$ cat src/rtl/digit_serial_adder.sv
// digit_serial_adder: multi-cycle adder, DIGIT bits per clock, LSB digit first.
// Operands sit in shift registers and a registered carry links the digits.
// Optional build macro SERIAL_ADDER_SUB_EN adds a 'sub' port for a - b - c_in.
module digit_serial_adder #(
  parameter int WIDTH = 8,
  parameter int DIGIT = 1
) (
  input  logic             clk,
  input  logic             rst,
  input  logic             start,
  input  logic [WIDTH-1:0] a,
  input  logic [WIDTH-1:0] b,
  input  logic             c_in,
`ifdef SERIAL_ADDER_SUB_EN
  input  logic             sub,
`endif
  output logic             busy,
  output logic             done,
  output logic [WIDTH-1:0] sum,
  output logic             c_out
);

  localparam int NDIG = WIDTH / DIGIT;
  localparam int CW   = (NDIG > 1) ? $clog2(NDIG) : 1;

  if (WIDTH < 2 || DIGIT < 1 || DIGIT > WIDTH || (WIDTH % DIGIT) != 0) begin : g_bad_cfg
    $error("digit_serial_adder: illegal WIDTH/DIGIT combination");
  end

  typedef enum logic [1:0] {IDLE, RUN, DONE} state_t;

  state_t           state, state_nxt;
  logic [WIDTH-1:0] opa, opb, acc, acc_nxt;
  logic             carry;
  logic [CW-1:0]    cnt;
  logic [DIGIT:0]   dsum;
  logic [WIDTH-1:0] b_ld;
  logic             cin_ld;

  // Operand B / carry-in as loaded: inverted for subtraction (two's complement via ~b + ~c_in)
  always_comb begin
    b_ld   = b;
    cin_ld = c_in;
`ifdef SERIAL_ADDER_SUB_EN
    if (sub) begin
      b_ld   = ~b;
      cin_ld = ~c_in;
    end
`endif
  end

  // One digit of the addition: {carry, digit sum}
  always_comb begin
    dsum = {1'b0, opa[DIGIT-1:0]} + {1'b0, opb[DIGIT-1:0]} + {{DIGIT{1'b0}}, carry};
  end

  // New digit enters at the top of the accumulator; after NDIG shifts it is aligned
  if (DIGIT == WIDTH) begin : g_acc_full
    assign acc_nxt = dsum[DIGIT-1:0];
  end else begin : g_acc_shift
    assign acc_nxt = {dsum[DIGIT-1:0], acc[WIDTH-1:DIGIT]};
  end

  // Next-state and handshake outputs
  always_comb begin
    state_nxt = state;
    busy      = 1'b0;
    done      = 1'b0;
    case (state)
      IDLE: if (start) state_nxt = RUN;
      RUN: begin
        busy = 1'b1;
        if (cnt == '0) state_nxt = DONE;
      end
      DONE: begin
        busy      = 1'b1;
        done      = 1'b1;
        state_nxt = IDLE;
      end
      default: state_nxt = IDLE;
    endcase
  end

  // State register
  always_ff @(posedge clk or negedge rst) begin
    if (!rst) state <= IDLE;
    else      state <= state_nxt;
  end

  // Datapath: load on accepted start, one digit per RUN cycle. The result
  // registers are written on the last RUN edge so they are already valid
  // during the DONE cycle alongside the done pulse.
  always_ff @(posedge clk or negedge rst) begin
    if (!rst) begin
      opa   <= '0;
      opb   <= '0;
      acc   <= '0;
      carry <= 1'b0;
      cnt   <= '0;
      sum   <= '0;
      c_out <= 1'b0;
    end else begin
      case (state)
        IDLE: if (start) begin
          opa   <= a;
          opb   <= b_ld;
          carry <= cin_ld;
          cnt   <= CW'(NDIG - 1);
        end
        RUN: begin
          opa   <= opa >> DIGIT;
          opb   <= opb >> DIGIT;
          carry <= dsum[DIGIT];
          acc   <= acc_nxt;
          if (cnt == '0) begin
            sum   <= acc_nxt;
            c_out <= dsum[DIGIT];
          end else begin
            cnt <= cnt - 1'b1;
          end
        end
        default: ;
      endcase
    end
  end

endmodule
$ cat config.mk
export PLATFORM = sky130hd
export DESIGN_NAME = digit_serial_adder
export DESIGN_NICKNAME = d
export VERILOG_FILES = /design/src/rtl/digit_serial_adder.sv
export SDC_FILE = /design/constraint.sdc
export NUM_CORES = 1
export LEC_CHECK = 0
export CELL_PAD_IN_SITES_DETAIL_PLACEMENT = 0
export CELL_PAD_IN_SITES_GLOBAL_PLACEMENT = 2
export CORE_MARGIN = 3
export CORE_UTILIZATION = 39
export CTS_BUF_LIST = sky130_fd_sc_hd__clkbuf_2 sky130_fd_sc_hd__clkbuf_4 sky130_fd_sc_hd__clkbuf_8
export CTS_CLUSTER_SIZE = 10
export DETAILED_ROUTE_END_ITERATION = 10
export MAX_ROUTING_LAYER = met4
export PLACE_DENSITY = 0.95
export SYNTH_ARGS = -nofsm -noshare
export SYNTH_HDL_FRONTEND = slang
export SYNTH_SLANG_ARGS = --single-unit
$ cat constraint.sdc
create_clock -name clk -period 2.7 [get_ports clk]
set_input_delay 0.81 -clock clk [delete_from_list [all_inputs] [get_ports clk]]
set_output_delay 0.81 -clock clk [all_outputs]
set_load 0.05 [all_outputs]
==> flow_summary.json <==
{
  "proportion_of_layout_cells_with_a_drive_suffix_above_1_pct": 25.95,
  "yosys_register_bits": 38,
  "drv_cap": 0,
  "floorplan.initialDensity_pct": 41.64,
  "std_cell_rows": 24,
  "drt-total-wl_mm": 3.113,
  "dieWidth_um": 75.12,
  "crit_path_required_time_ns": 1.89,
  "synth_cell_type_count": 27,
  "synth.yosys.warnings": 0,
  "synth_nets": 179,
  "gpl.final_weighted_congestion": 0.7673,
  "clock_latency_ns": 0.29,
  "first_pass_iters": 4,
  "reg2reg_setup_slack_ns": 0.84,
  "fmax_mhz": 388.4,
  "min-delay-path-class": "reg -> reg",
  "die-height_um": 75.12,
  "cts_max_level": 2,
  "io_buffer_count": 30,
  "top_level_ports": 31,
  "initialDrtViolationCount": 77,
  "wl_per_cell_um": 13.14,
  "postRouteAntennaNets": 0,
  "timing.setup.tns_ns": 0,
  "place_ws_ns": 0.4025,
  "clock_skew_ns": 0.004299,
  "design.die.area_um2": 5642,
  "globalRouteOverflowTotal": 0,
  "timing.final.max_slew_violations": 0,
  "finalHoldViolCount": 0,
  "cts.root.buffer_cell": "clkbuf_8",
  "unrepaired_setup_endpoints_after_global_routing": "no",
  "post_synthesis_share_of_cell_area_spent_on_full_adders_half_adders_and_majority_gates_pct": 5.776,
  "cts_buffer_count": 5,
  "cts_tree": "done",
  "vdd_ir_drop_max_mv": 0.4827,
  "clk_path_buf_depth": 2,
  "core_region_area_um2": 4474,
  "clkSinkCount": 38,
  "antenna_diode_count": 0,
  "grt_usage_pct": 13.55,
  "power_leakage_nw": 1.065,
  "final.min_clock_period_ns": 2.575,
  "pwr_density_cell_nw_per_um2": 1279,
  "critPathCaptureType": "primary output",
  "mappedNetlistArea_um2": 1863,
  "mean_syn_cell_area_um2": 12.34,
  "ctsHoldBuffers": 0,
  "synthXorXnorAreaFrac_pct": 0,
  "post_synth_and_or_nand_nor_area_fraction_pct": 8.529,
  "grt_antenna_before_repair": 0,
  "relSlewSlack_pct": 44.73,
  "synth.yosys.seq_area_share_pct": 51.04,
  "setup_violations": 0,
  "first_global_vias": 1266,
  "yosys-mux-area-fraction_pct": 20.21,
  "synthToLayoutAreaGrowth_pct": 25.05,
  "detail_route.vias_per_cell": 5.008,
  "crit_fanout": 4,
  "run_status": "completed",
  "min_period_over_period_pct": 95.35,
  "grt_max_degree": 39,
  "critPathArrivalTime_ns": 1.76,
  "timing_worst_setup_path_type": "reg -> out",
  "post-dp-hpwl_mm": 2.273,
  "post_cts.repair.setup_buffers": 0,
  "post-route-worst-setup-slack_ns": 0.1255,
  "synth_compound_area_share_pct": 10.21,
  "fillers": 393,
  "synth_top_family_by_area": "multiplexers",
  "critical_path.startpoint_type": "flop",
  "route.detailed.drc": 0,
  "vias": 1187,
  "worst-slew-pin-transition_ns": 0.8291,
  "cts-resized-gates": 0,
  "synthesis.instances": 151,
  "clk_pin_slew_ns": 0.08,
  "fin_total_pwr_w": 0.002980,
  "num-nets-final": 212,
  "first_pass_grt_wire_length_mm": 5.720
}
==> flip-flops by register name, indices dropped and copies added, names as in the netlist <==
signal  flops
opa         8
carry       1
state       2
c_out       1
opb         8
cnt         3
acc         7
sum         8
==> worst max-delay path, stage by stage (launching register included) <==
cell and delay (ns):
dfrtp_1 0.42, inv_1 0.12, ha_1 0.15, clkdlybuf4s50_1 0.79
==> worst paths after layout <==
check / end / start / cells after the start
worst max-delay path: done / state[0] / 3
worst min-delay path: opa[2] / opa[2] / 2
worst max register to register: opb[0] / state[0] / 5
worst min register to register: opa[2] / opa[2] / 2
max in group asynchronous: opb[6] / rst / 1
min in group asynchronous: cnt[1] / rst / 1
==> placed cells by master, fill, tap and decap left out, drive strengths merged, types with 2 or more instances in the layout <==
cell type / n
clkbuf: 5
bufinv: 2
a21oi: 4
nor2b: 2
nand2: 18
clkdlybuf4s50: 28
dfrtp: 38
nand2b: 2
o21ai: 19
buf: 5
nand3: 2
mux2i: 17
ha: 7
mux2: 18
inv: 5
==> report_power, final <==
| group | internal [W] | switching, W | total (W) |
|---|---|---|---|
| combinational | 0.000631 | 0.000783 | 0.00141 |
| sequential | 0.000833 | 0.000158 | 0.000991 |
| clock | 0.000370 | 0.000205 | 0.000575 |
| total | 0.00183 | 0.00115 | 0.00298 |
==> final cells by class <==
class                           instances  area, um2  share of cell area [%]
Timing Repair Buffer                   33      315.3                   13.53
Clock inverter                          3      68.82                   2.954
Tap cell                               52      65.06                   2.793
Clock buffer                            5      68.82                   2.954
Multi-Input combinational cell        101      842.1                   36.14
Sequential cell                        38      950.9                   40.82
Inverter                                5      18.77                  0.8056
==> routing by layer <==
metal  track usage (%)  wire (um)  up-vias
li1                  -          -      592
met1             16.86       1486      564
met2             21.86       1484       29
met3             4.005        129        2
met4             2.964         13        0
met5                 -          0        -
==> through the flow <==
stage / util, % / hold WS [ns] / cell area (um2) / instances
final: 52.07 / 0.4805 / 2330 / 237
after global placement: 48.99 / 0.4611 / 2192 / 229
after detailed placement: 48.99 / 0.4664 / 2192 / 229
after floorplan: - / 0.4495 / 1863 / 151
after global routing: 52.07 / 0.5152 / 2330 / 237
after CTS: 52.07 / 0.4846 / 2330 / 237
==> cells by family after synthesis <==
logic type / Yosys count
adder cells (fa/ha/maj): 8
flip-flops: 38
buffers and inverters: 12
AO/OA/AOI/OAI: 26
multiplexers: 35
AND/OR/NAND/NOR: 32
==> synthesized netlist by cell type <==
cell       n  share of area [%]
a21oi_1    4                1.1
a221oi_1   1               0.47
a311o_1    1               0.54
and2b_2    1               0.47
and4_1     1               0.47
buf_2      3               0.81
buf_6      4                2.4
dfrtp_1   38                 51
fa_1       1                1.1
ha_1       7                4.7
inv_1      5                1.0
mux2_2    18                 11
mux2i_1   16                8.6
mux2i_2    1               0.74
nand2_1   18                3.6
nand2b_1   2               0.67
nand3_1    2               0.54
nand3b_1   1               0.40
nor2_1     1               0.20
nor2b_1    2               0.67
nor3_1     1               0.27
nor3b_1    1               0.40
o21a_1     1               0.40
o21ai_0    6                1.6
o21ai_2   13                6.1
or2_2      1               0.34
or2b_2     1               0.47
Power figures use the tool's default switching activity.
